<file path="config.mk">
export PLATFORM = sky130hd
export DESIGN_NAME = clk_period_meter
export DESIGN_NICKNAME = d
export VERILOG_FILES = /design/src/rtl/clk_period_meter_pkg.sv /design/src/rtl/clk_period_meter_sync_edge.sv /design/src/rtl/clk_period_meter.sv
export SDC_FILE = /design/constraint.sdc
export NUM_CORES = 1
export LEC_CHECK = 0
export BUFFER_PORTS_ARGS = -buffer_cell sky130_fd_sc_hd__buf_2
export CORE_ASPECT_RATIO = 0.5
export CORE_MARGIN = 2
export CORE_UTILIZATION = 44
export CTS_CLUSTER_SIZE = 10
export DETAILED_ROUTE_END_ITERATION = 10
export GPL_ROUTABILITY_DRIVEN = 1
export PLACE_DENSITY = 0.65
export SLEW_MARGIN = 20
export SYNTH_ARGS = -nofsm -noshare
export SYNTH_HDL_FRONTEND = slang
export SYNTH_SLANG_ARGS = --single-unit
</file>
<file path="constraint.sdc">
create_clock -name clk -period 2.4 [get_ports clk]
set_clock_uncertainty 0.1 [all_clocks]
set_input_delay 0.12 -clock clk [delete_from_list [all_inputs] [get_ports clk]]
set_output_delay 0.12 -clock clk [all_outputs]
set_load 0.01 [all_outputs]
</file>
<file path="src/rtl/clk_period_meter_pkg.sv">
// Shared definitions for the clock-period meter: FSM encoding and default sizing.
package clk_meas_pkg;

  typedef enum logic [1:0] {
    IDLE    = 2'd0,
    ARM     = 2'd1,
    MEASURE = 2'd2,
    DONE    = 2'd3
  } meas_state_e;

  localparam int unsigned     CNT_W_DEF   = 32;
  localparam longint unsigned TIMEOUT_DEF = 64'd400_000_000;

endpackage

</file>
<file path="src/rtl/clk_period_meter_sync_edge.sv">
// Two-flop synchronizer followed by a registered rise/fall detector.
module sync_edge (
  input  logic clk,
  input  logic reset,
  input  logic async_in,
  output logic rise,
  output logic fall,
  output logic level
);

  logic meta;
  logic sync;
  logic sync_prev;

  always_ff @(posedge clk) begin
    if (reset) begin
      meta      <= 1'b0;
      sync      <= 1'b0;
      sync_prev <= 1'b0;
      rise      <= 1'b0;
      fall      <= 1'b0;
    end else begin
      meta      <= async_in;
      sync      <= meta;
      sync_prev <= sync;
      rise      <= sync & ~sync_prev;
      fall      <= ~sync & sync_prev;
    end
  end

  assign level = sync_prev;

endmodule

</file>
<file path="src/rtl/clk_period_meter.sv">
// Measures period and high time of sig_in in clk cycles, with a watchdog abort.
module clk_period_meter
  import clk_meas_pkg::*;
#(
  parameter int unsigned     CNT_W   = CNT_W_DEF,
  parameter longint unsigned TIMEOUT = TIMEOUT_DEF
) (
  input  logic             clk,
  input  logic             reset,
  input  logic             sig_in,
  input  logic             start,
  output logic             busy,
  output logic             valid,
  output logic [CNT_W-1:0] period,
  output logic [CNT_W-1:0] high_time,
  output logic             timeout
);

  localparam logic [CNT_W-1:0] WD_LAST = CNT_W'(TIMEOUT - 1);

  meas_state_e      state, next_state;
  logic             rise, fall, unused_level;
  logic [CNT_W-1:0] cnt;
  logic [CNT_W-1:0] wd;
  logic             fall_seen;
  logic             wd_hit;

  sync_edge u_sync (
    .clk      (clk),
    .reset    (reset),
    .async_in (sig_in),
    .rise     (rise),
    .fall     (fall),
    .level    (unused_level)
  );

  assign wd_hit = (wd == WD_LAST);

  always_ff @(posedge clk) begin
    if (reset) state <= IDLE;
    else       state <= next_state;
  end

  // Rise is tested before the watchdog so a coincident edge completes normally.
  always_comb begin
    next_state = state;
    case (state)
      IDLE, DONE: if (start) next_state = ARM;
      ARM: begin
        if (rise)        next_state = MEASURE;
        else if (wd_hit) next_state = DONE;
      end
      MEASURE: begin
        if (rise)        next_state = DONE;
        else if (wd_hit) next_state = DONE;
      end
      default: next_state = IDLE;
    endcase
  end

  always_ff @(posedge clk) begin
    if (reset) begin
      busy      <= 1'b0;
      valid     <= 1'b0;
      timeout   <= 1'b0;
      period    <= '0;
      high_time <= '0;
      cnt       <= '0;
      wd        <= '0;
      fall_seen <= 1'b0;
    end else begin
      busy  <= (next_state == ARM) || (next_state == MEASURE);
      valid <= (next_state == DONE);
      case (state)
        IDLE, DONE: begin
          if (start) begin
            timeout   <= 1'b0;
            period    <= '0;
            high_time <= '0;
            wd        <= '0;
            fall_seen <= 1'b0;
          end
        end
        ARM: begin
          wd <= wd + CNT_W'(1);
          if (rise) begin
            cnt <= CNT_W'(1);
          end else if (wd_hit) begin
            timeout   <= 1'b1;
            period    <= '0;
            high_time <= '0;
          end
        end
        MEASURE: begin
          wd <= wd + CNT_W'(1);
          if (rise) begin
            period <= cnt;
          end else begin
            cnt <= cnt + CNT_W'(1);
            if (fall && !fall_seen) begin
              high_time <= cnt;
              fall_seen <= 1'b1;
            end
            // An abort discards any high time latched earlier in this cycle.
            if (wd_hit) begin
              timeout   <= 1'b1;
              period    <= '0;
              high_time <= '0;
            end
          end
        end
        default: ;
      endcase
    end
  end

endmodule

</file>
; ---- Yosys cells after proc, flatten, opt, wreduce, memory -nomap -nowiden
; Cells that the tools add are included.
[totals]
reg_bits = 139
in_bits = 4
word_cells = 76
[classes]
n_addsub = 2
n_eq_ne = 16
mux = 27
bitwise_logic = 4
n_reduce_logical = 13
[op_table]
columns = cell, n
row1 = 2-to-1 mux 32 bit, 11
row2 = one-hot mux 32 bit (3 select lines), 2
row3 = one-hot mux 32 bit (2 select lines), 2
row4 = adder 32 x 1 -> 32 bit (second input constant), 2
row5 = == test 32 x 29 -> 1 bit (second input constant), 1
row6 = != test 2 bit (second input constant), 6
row7 = == test 2 bit (second input constant), 4
row8 = 2-to-1 mux 2 bit, 4
row9 = one-hot mux 2 bit (3 select lines), 1
row10 = AND reduction 3 bit, 2
row11 = 2-to-1 mux 1 bit, 5
row12 = AND reduction 5 bit, 1
row13 = == test 2 x 1 -> 1 bit (second input constant), 2
row14 = != test 2 x 1 -> 1 bit (second input constant), 2
row15 = one-hot mux 1 bit (2 select lines), 2
row16 = AND reduction 4 bit, 1
row17 = nonzero test 2 bit, 2
row18 = OR reduction 2 bit, 2
row19 = != test 3 bit (second input constant), 1
row20 = AND 1 bit, 2
row21 = logical NOT 2 bit, 1
row22 = inverter 1 bit, 2
row23 = AND reduction 2 bit, 1
row24 = logical AND 1 bit, 1
row25 = other kinds (2), 2

; ---- Longest topological paths before layout
; Gate-level depths: netlist of run 1.
[depth]
word_depth = 6
mapped_depth = 10

; ---- By module
; Synthesis of run 1 repeated with hierarchy kept, for this count alone.
[hier_totals]
hier_cells = 638
area_unflattened_um2 = 5814.3
[modules_own_cells]
columns = module, instances, cells_per_inst, area_each_um2
row1 = clk_period_meter, 1, 628, 5680.4
row2 = sync_edge, 1, 10, 133.9

; ---- Worst setup path after synthesis of run 1
; OpenSTA, ideal clock, no wires.
[synth_timing]
path_kind = reg-to-reg
startpoint = register state[1]
endpoint = register cnt[30]
setup_ns = 0.070
t_arrival_ns = 2.167
path_slack_ns = 0.063
path_stages_with_launch = 10
path_cell_list = dfxtp_1 > inv_1 > ha_1 > buf_2 > nor3b_2 > o211ai_1 > or4_1 > buf_2 > or3_1 > a21oi_1
[synth_via]
elab_chain_len = 3
[synth_lines]
columns = element, line_no
row1 = start: declaration, clk_period_meter.sv:21  ; meas_state_e state, next_state;
row2 = start signal: assignment, clk_period_meter.sv:41  ; else state <= next_state;
row3 = == test 2 x 1 -> 1 bit or == test 2 bit (tied branches), clk_period_meter.sv:74  ; case (state)
row4 = != test 2 x 1 -> 1 bit (no line) (tied with other cells), -
row5 = AND reduction 3 bit (no line), -
row6 = end signal: assignment, clk_period_meter.sv:99  ; cnt <= cnt + CNT_W'(1);
row7 = end: declaration, clk_period_meter.sv:23  ; logic [CNT_W-1:0] cnt;
; Several ways; a longest one is shown, not always the timed one.
; A chain may end at the register's enable or synchronous reset.

; ---- Worst setup path after layout of run 1
[layout_timing]
startpoint = register wd[26]
endpoint = register busy
[layout_via]
elab_chain_len = 6
[layout_lines]
columns = element, line_no
row1 = start: declaration, clk_period_meter.sv:24  ; logic [CNT_W-1:0] wd;
row2 = start signal: assignment, clk_period_meter.sv:85  ; wd <= wd + CNT_W'(1);
row3 = start signal: assignment, clk_period_meter.sv:95  ; wd <= wd + CNT_W'(1);
row4 = == test 32 x 29 -> 1 bit (*), clk_period_meter.sv:37  ; assign wd_hit = (wd == WD_LAST);
row5 = 2-to-1 mux 2 bit (*), "clk_period_meter.sv:51, clk_period_meter.sv:55"
row6 = "2-to-1 mux 2 bit, on equally long branches", "clk_period_meter.sv:54, clk_period_meter.sv:50"
row7 = one-hot mux 2 bit (3 select lines) (*), clk_period_meter.sv:47  ; case (state)
row8 = named net next_state[0], clk_period_meter.sv:21
row9 = == test 2 x 1 -> 1 bit or == test 2 bit (tied branches), clk_period_meter.sv:72  ; busy <= (next_state == ARM) || (next_state == MEASURE);
row10 = logical OR 1 bit (*), clk_period_meter.sv:72
row11 = end signal: assignment, clk_period_meter.sv:72
row12 = end: declaration, clk_period_meter.sv:12  ; output logic busy,
; Mark *: on every way through the listed nets, which the timed path passes. The rest lies on a longest branch.

==> metrics, run 1 <==
Max Cap Viol 0; library cells used by synthesis 61; Net Sw Frac 0.263; synth cell count leaders 139 x dfxtp_1, 67 x nand2_1, 63 x o21ai_0; hold wc startpoint reset; final WL 16.4 mm; post-route insts no fill 1,060; worst hold margin 114 ps; top-count cell post-synth dfxtp_1; worst-path maximum fanout 6; crit path from wd[26]; 1st-iter DRT viols 573; DR vias 5,994; clk slew on worst S/H paths 70 ps; Skew-Pair Late Insertion Delay 420 ps; share of the synthesized area in the top cell type 0.441; Die Span Y 88.7 um; vias per cell 5.65; EDFF count, synth 0; internal power 0.00415 W; Die ar. 0.0154 mm^2; H-Tree Depth 4; Yosys warning count 0; placed cell area 0.00712 mm^2; CTS Buffer Depth 2; CP arrival 2520 ps; Slew HR 0.423; CP startpoint kind flop; synth-to-layout area growth 24.5%; DP Cell Count 1,025; clk sink count 139; Total GRT Usage 0.217; first-pass GRT wire length 27.1 mm; gp weighted congestion 0.806; pwr dens 717 mW/mm^2; dpl hpwl 11.0 mm; Final Hold Viols 0; Site Rows 30; share of cells above drive strength 1 0.220; nets@finish 864; mean routed wirelength per cell 15.5 um; synth top area cells dfxtp_1 44%, o21ai_0 5.0%, a21oi_1 4.2%; TritonRoute pass-1 iters 5; number of global-route vias before repair 5,566; WP data required 2590 ps; status complete, no violations; fmax 0.429 GHz; CTS tree yes; Die X 173 um; worst slew pin tran 866 ps; Synthesized Nets 769; Setup Viol. Count Final 0; CP Capture Type flop; detailed-route DRC error count 0; fillers 1,262; reg-to-reg startpoint wd[26]; Reg power frac 0.414; num ports 71; fin area 0.00785 mm^2; P_sw 0.00148 W; initial antenna violation count 0; final worst-path cycle share 0.971; largest area contributor in the netlist dfxtp_1; post-synthesis cell count 760; Lkg Pwr 2.75 nW; initial core utilization 0.458; worst min path class input port to flop; CTS buffer count 17; minimum clock period 2330 ps; CORE AREA 0.0138 mm^2; ys async rst share 0; post-synthesis sequential element count 139; Top FF cell, synth dfxtp_1; final slew viol count 0; Root Buffer Master clkbuf_16; Post-Syn Area per Cell 8.30 um^2; Detail Route Antenna Nets 0; RSZ-0062 raised after global routing true; mapped cell area 0.00631 mm^2; clock network fraction of total power 0.500; Combinational Power Share 0.086; peak supply drop 444 uV; antenna cell count 0; port bufs 70; post-synthesis sequential area ratio 0.441; total grt overflow 0; largest net degree at the start of global routing 70; kind of critical path flop to flop
-- power by group through the flow --
stage | registers [W] | clock network [W] | logic [W]
floorplan | 0.00238 | 0 | 0.000302
global placement | 0.00238 | 0 | 0.000458
detailed placement | 0.00238 | 0 | 0.000464
CTS | 0.00233 | 0.00284 | 0.000469
global route | 0.00233 | 0.00296 | 0.000528
finish | 0.00233 | 0.00281 | 0.000487
-- area by class of cell --
| cell class | instances | area, um^2 | area share |
|---|---|---|---|
| Multi-Input combinational cell | 550 | 3330 | 0.424 |
| Sequential cell | 139 | 2780 | 0.354 |
| Timing Repair Buffer | 130 | 806 | 0.103 |
| Clock buffer | 17 | 425 | 0.0542 |
| Tap cell | 192 | 240 | 0.0306 |
| Clock inverter | 15 | 205 | 0.0261 |
| Inverter | 17 | 63.8 | 0.00812 |
-- layout by cell type, fill, tap and decap left out, types with 4 or more instances in the layout --
cell	Yosys	layout
a22o_1	6	6
clkbuf_16	0	17
nor2_1	57	56
nand2b_1	31	31
mux2_2	9	9
xnor2_1	19	19
or2_2	4	4
inv_6	0	6
nor2b_1	17	17
nand3_1	43	42
and3_1	4	4
nor4_1	12	12
a31oi_1	14	14
and2_1	5	5
o2bb2ai_1	8	8
nand2_1	67	67
a21oi_1	53	53
nor3_1	12	8
buf_4	1	58
dfxtp_1	139	139
and4_1	5	5
or4_1	6	6
ha_1	5	4
o311ai_0	4	4
inv_1	16	16
nand4_1	33	33
buf_2	9	70
o21ai_0	63	63
or3_1	15	15
o211ai_1	18	18
nor3_2	0	4
-- sequential cells by signal (all words and copies together), names as in the netlist --
signal / count
high_time: 32
u_sync.sync: 1
cnt: 32
fall_seen: 1
timeout: 1
valid: 1
wd: 32
u_sync.meta: 1
u_sync.fall: 1
period: 32
u_sync.level: 1
state: 2
u_sync.rise: 1
busy: 1
-- layer usage --
metal | vias up | GRT usage | wire, um
met4 | 0 | 0.0693 | 112
met2 | 143 | 0.360 | 7500
met3 | 13 | 0.0477 | 712
met5 | - | 0 | 0
li1 | 2938 | - | -
met1 | 2900 | 0.286 | 8090
-- path summary, 6_finish.rpt --
| path | to | slack, ps | cells after the start |
|---|---|---|---|
| hold reg to reg | u_sync.rise | 310 | 1 |
| setup / recovery | busy | 70 | 7 |
| setup reg to reg | busy | 70 | 7 |
| hold / removal | high_time[13] | 110 | 4 |
-- worst max-delay path: stages (launching register included) --
cell and delay, ps:
dfxtp_1 400, nor4bb_1 410, and3_1 410, buf_4 180, a31oi_1 100, a21oi_1 220
ha_1 250, nor2b_1 130
-- logic make-up after synthesis --
family          after synthesis  synth area share
buf+inv                      71            0.0462
flops                       139             0.441
mux                           9            0.0161
simple gates                327             0.275
xor+xnor                     22            0.0306
compound gates              187             0.181
fa+ha+maj                     5           0.00992
-- timing repair --
item | CTS | global route
hold buffers | 2 | 0
setup endpoints to repair | 0 | 81
buffers inserted | 0 | 1
endpoints found under the hold margin | 3 | 0
gates resized for setup | 0 | 14
-- per-stage QoR --
step	setup TNS (ps)	total power, W	setup slack [ps]	util
after detailed placement	0	0.00285	42.0	0.517
final	0	0.00563	68.8	0.570
after global routing	-54.0	0.00582	-25.7	0.570
after floorplan	0	0.00269	62.8	-
after global placement	0	0.00284	50.1	0.516
after CTS	0	0.00564	24.0	0.564
Power figures use the tool's default switching activity.
==> run 2, diff against run 1 <==
--- a/config.mk
+++ b/config.mk
@@ -8,11 +8,10 @@
 export BUFFER_PORTS_ARGS = -buffer_cell sky130_fd_sc_hd__buf_2
 export CORE_ASPECT_RATIO = 0.5
 export CORE_MARGIN = 2
-export CORE_UTILIZATION = 44
+export CORE_UTILIZATION = 26
 export CTS_CLUSTER_SIZE = 10
 export DETAILED_ROUTE_END_ITERATION = 10
 export GPL_ROUTABILITY_DRIVEN = 1
-export PLACE_DENSITY = 0.65
 export SLEW_MARGIN = 20
 export SYNTH_ARGS = -nofsm -noshare
 export SYNTH_HDL_FRONTEND = slang
==> run 2 against run 1 <==
Largest power group unchanged. Utilization is 23 points lower. Die area increased by 67%. Fmax grew 1.2%. Worst setup slack gained 29 ps. Via count grew 0.75%.
==> metrics, run 2 (synthesized netlist as in run 1, its figures left out) <==
Die Span Y 114 um; minimum clock period 2300 ps; Combinational Power Share 0.088; Die ar. 0.0256 mm^2; Reg power frac 0.423; status complete, no violations; worst slew pin tran 784 ps; Final Hold Viols 0; placed cell area 0.00728 mm^2; H-Tree Depth 4; peak supply drop 468 uV; worst-path maximum fanout 6; Power Total 0.00552 W; share of cells above drive strength 1 0.229; final WL 18.0 mm; TritonRoute pass-1 iters 4; DP Worst Slack -27.6 ps; hold path depth 4; slowest cell delay on critical path 420 ps; P_sw 0.00145 W; mean routed wirelength per cell 15.1 um; DR vias 6,039; CP startpoint kind flop; Setup Viol. Count Final 0; clk sink count 139; Detail Route Antenna Nets 0; detailed-route DRC error count 0; commonest non-fill, non-tap cells in the layout 137 x dfxtp_1, 71 x buf_2, 66 x nand2_1; final slew viol count 0; vias per cell 5.07; antenna cell count 0; Die X 224 um; largest net degree at the start of global routing 57; total grt overflow 0; WP data required 2620 ps; Max Cap Viol 0; Net Sw Frac 0.263; RSZ-0062 raised after global routing true; slowest CP cell nor4_1; worst path cell trace inv_1 -> ha_2 -> nor3b_4 -> buf_4 -> o211ai_1 -> nor4_1 -> mux2_2; worst hold margin 72.0 ps; num ports 71; worst min path class input port to flop; initial antenna violation count 0; Lkg Pwr 2.78 nW; pwr dens 688 mW/mm^2; Site Rows 40; initial core utilization 0.264; Root Buffer Master clkbuf_16; CTS buffer count 17; internal power 0.00407 W; final worst-path cycle share 0.959; dpl hpwl 12.5 mm; 1st-iter DRT viols 345; Reg2Reg Setup Slack 100 ps; Reg2Reg Depth 7; Setup WS post-layout 97.5 ps; CORE AREA 0.0239 mm^2; Total GRT Usage 0.142; number of global-route vias before repair 5,833; CTS Buffer Depth 2; CTS tree yes; CP arrival 2520 ps; gp weighted congestion 0.847; most common cell after layout, fill and taps aside dfxtp_1; Skew-Pair Late Insertion Delay 440 ps; nets@finish 871; Slew HR 0.478; port bufs 70; clock network fraction of total power 0.489; fmax 0.434 GHz; CP Capture Type flop; fin util 0.335; first-pass GRT wire length 29.0 mm; kind of critical path flop to flop; synth-to-layout area growth 27.2%; fin area 0.00802 mm^2; clk slew on worst S/H paths 60 ps
==> run 2: final timing paths <==
check / start / endpoint
worst min register to register: u_sync.level / u_sync.rise
worst max register to register: state[1] / cnt[31]
worst min-delay path: reset / high_time[29]
worst max-delay path: state[1] / cnt[31]
==> run 2: power groups by stage <==
stage,Combinational [W],Sequential (W),Clock (W)
global placement,0.000457,0.00238,0
finish,0.000488,0.00233,0.00270
global route,0.000531,0.00233,0.00286
detailed placement,0.000461,0.00238,0
CTS,0.000468,0.00233,0.00274
floorplan,0.000302,0.00238,0
==> run 2: worst max-delay path: cells and delay by family (launching register included) <==
family | cells | cell delay [ps]
and+or+nand+nor | 2 | 750
AOI/OAI and AO/OA | 1 | 120
muxes | 1 | 380
adders and majority gates | 1 | 210
DFF | 1 | 370
buffers and inverters | 2 | 240
==> run 2: routing by layer <==
metal  GRT usage  vias to the layer above  wire [um]
met1       0.176                     2944       8050
met4      0.0450                        0        289
met5           0                        -          0
li1            -                     2950          -
met2       0.245                      122       8920
met3      0.0346                       23        716
==> run 2: through the flow <==
stage	cells	setup TNS, ps
global route	1190	-9.87
floorplan	760	0
detailed placement	1149	-27.6
finish	1190	0
global placement	1149	0
CTS	1183	0
==> run 2: cell type report <==
| cell class | instances | area [um^2] |
|---|---|---|
| clock buffers | 19 | 443 |
| inverters | 17 | 63.8 |
| fillers | 2464 | 15900 |
| well taps | 315 | 394 |
| flip-flops and latches | 139 | 2790 |
| clock inverters | 13 | 155 |
| multi-input cells | 550 | 3310 |
| repair buffers | 137 | 872 |
==> run 2: timing repair <==
action,CTS,global route
pin swaps,0,4
hold buffers,2,0
endpoints found under the setup margin,2,67
endpoints found under the hold margin,3,0
gates resized for setup,2,14
cloned,0,1
setup buffers,0,6
==> run 3, diff against run 2 <==
--- a/config.mk
+++ b/config.mk
@@ -7,7 +7,6 @@
 export LEC_CHECK = 0
 export BUFFER_PORTS_ARGS = -buffer_cell sky130_fd_sc_hd__buf_2
 export CORE_ASPECT_RATIO = 0.5
-export CORE_MARGIN = 2
 export CORE_UTILIZATION = 26
 export CTS_CLUSTER_SIZE = 10
 export DETAILED_ROUTE_END_ITERATION = 10
==> constraint.sdc (replaced) <==
create_clock -name clk -period 2.5 [get_ports clk]
set_clock_uncertainty 0.1 [all_clocks]
set_input_delay 0.125 -clock clk [delete_from_list [all_inputs] [get_ports clk]]
set_output_delay 0.125 -clock clk [all_outputs]
set_load 0.01 [all_outputs]
==> run 3 against run 2 <==
Critical path depth stayed put. Highest routed layer unchanged. Final area decreased by 1.2%. Sequential cell count did not move. Die area shrank 2.6%. Utilization increased by 0.52 points. Register-to-register slack better by 20 ps. Clock-buffer cell count fell by 1. Fmax fell by 3.4%. Clock power shrank 5%. Worst setup slack improved by 19 ps. Hold slack better by 38 ps.
==> metrics, run 3 (synthesized netlist as in run 1, its figures left out) <==
Combinational Power Share 0.088; 1st-iter DRT viols 390; largest net degree at the start of global routing 73; Die ar. 0.0249 mm^2; Setup Viol. Count Final 0; most common cell after layout, fill and taps aside dfxtp_1; peak supply drop 523 uV; Final Hold Viols 0; Detail Route Antenna Nets 0; vias per cell 5.04; worst min path class input port to flop; hold wc startpoint reset; CP startpoint kind flop; Lkg Pwr 2.73 nW; worst path cell trace or4b_4 -> nor3_4 -> buf_4 -> a31oi_1 -> a21oi_1 -> ha_1 -> nor2b_1; Reg2Reg Depth 7; H-Tree Depth 4; worst hold margin 110 ps; CP arrival 2560 ps; share of cells above drive strength 1 0.214; num ports 71; crit path capture busy; worst-path maximum fanout 7; detailed-route DRC error count 0; nets@finish 860; Root Buffer Master clkbuf_16; minimum clock period 2380 ps; slowest cell delay on critical path 510 ps; crit path from wd[28]; CORE AREA 0.0233 mm^2; Die X 222 um; P_sw 0.00138 W; Top delay family on crit path simple AND/OR/NAND/NOR gates; worst slew pin tran 776 ps; number of global-route vias before repair 5,601; status complete, no violations; CTS Buffer Depth 2; Die Span Y 112 um; port bufs 70; CTS tree yes; initial antenna violation count 0; Total GRT Usage 0.141; dpl hpwl 12.1 mm; first-pass GRT wire length 28.2 mm; Reg power frac 0.425; gp weighted congestion 0.820; clk sink count 139; mean routed wirelength per cell 14.8 um; synth-to-layout area growth 25.7%; final slew viol count 0; DR vias 5,898; Bufs and invs on worst path 1; WP data required 2680 ps; fin util 0.341; slowest CP cell or4b_4; setup_tns 0 ps; final worst-path cycle share 0.953; Net Sw Frac 0.261; Skew-Pair Late Insertion Delay 430 ps; RSZ-0062 raised after global routing false; Slew HR 0.483; Max Cap Viol 0; CP Capture Type flop; clock network fraction of total power 0.487; Site Rows 39; CTS buffer count 17; reg-to-reg startpoint wd[28]; initial core utilization 0.271; Power Total 0.00527 W; Reg2Reg Setup Slack 120 ps; commonest non-fill, non-tap cells in the layout 139 x dfxtp_1, 70 x buf_2, 67 x nand2_1; kind of critical path flop to flop; clk slew on worst S/H paths 60 ps; total grt overflow 0; antenna cell count 0; reg2reg end busy; pwr dens 665 mW/mm^2; TritonRoute pass-1 iters 5; internal power 0.00390 W; final WL 17.3 mm; Critical Path Stages 7; fmax 0.420 GHz
[run 3: changes by cell type in the layout (fill, tap and decap cells not counted), sizes merged]
cell and delta:
buf -11, clkinvlp -1, inv -3, clkinv +5, clkbuf -1
[run 3: routing by layer]
layer,global-route usage,vias up,wire [um]
li1,-,2934,-
met1,0.177,2861,7990
met2,0.234,83,8490
met3,0.0356,20,578
met4,0.0500,0,274
met5,0,-,0
[run 3: worst min-delay path: stages]
cell and delay (ps):
buf_2 160, a311oi_4 130, nand4_1 100, o21ai_0 60
[run 3: worst min path at each step]
stage	end	slack (ps)	cells past startpoint
global placement	u_sync.meta	250	2
detailed placement	u_sync.meta	270	2
floorplan	timeout	120	1
CTS	high_time[11]	150	4
finish	high_time[11]	110	4
global route	high_time[3]	140	4
[run 3: final cells by class]
class / count / area (um^2)
fillers: 2363 / 15300
well taps: 307 / 384
inverters: 17 / 63.8
multi-input cells: 550 / 3310
flip-flops and latches: 139 / 2780
clock buffers: 18 / 439
repair buffers: 126 / 788
clock inverters: 14 / 161
[run 3: power by group through the flow]
stage,combinational (W),clock [W],sequential (W)
6_report,0.000464,0.00257,0.00224
2_1_floorplan,0.000290,0,0.00229
5_1_grt,0.000509,0.00273,0.00224
3_5_place_dp,0.000444,0,0.00229
3_3_place_gp,0.000437,0,0.00229
4_1_cts,0.000449,0.00261,0.00224
[run 3: timing repair]
| item | 4_1_cts | 5_1_grt |
|---|---|---|
| resized for setup | 0 | 12 |
| hold buffers | 2 | 0 |
| endpoints found under the hold margin | 3 | 0 |
| endpoints found under the setup margin | 0 | 50 |
| buffers inserted | 0 | 4 |
[run 3: stage by stage]
stage / std cells / setup WS, ps / cell area [um^2]
after detailed placement: 1133 / 49.4 / 7210
after global placement: 1133 / 64.6 / 7210
final: 1171 / 117 / 7930
after global routing: 1171 / 3.22 / 7930
after floorplan: 760 / 163 / 6310
after CTS: 1167 / 14.3 / 7830
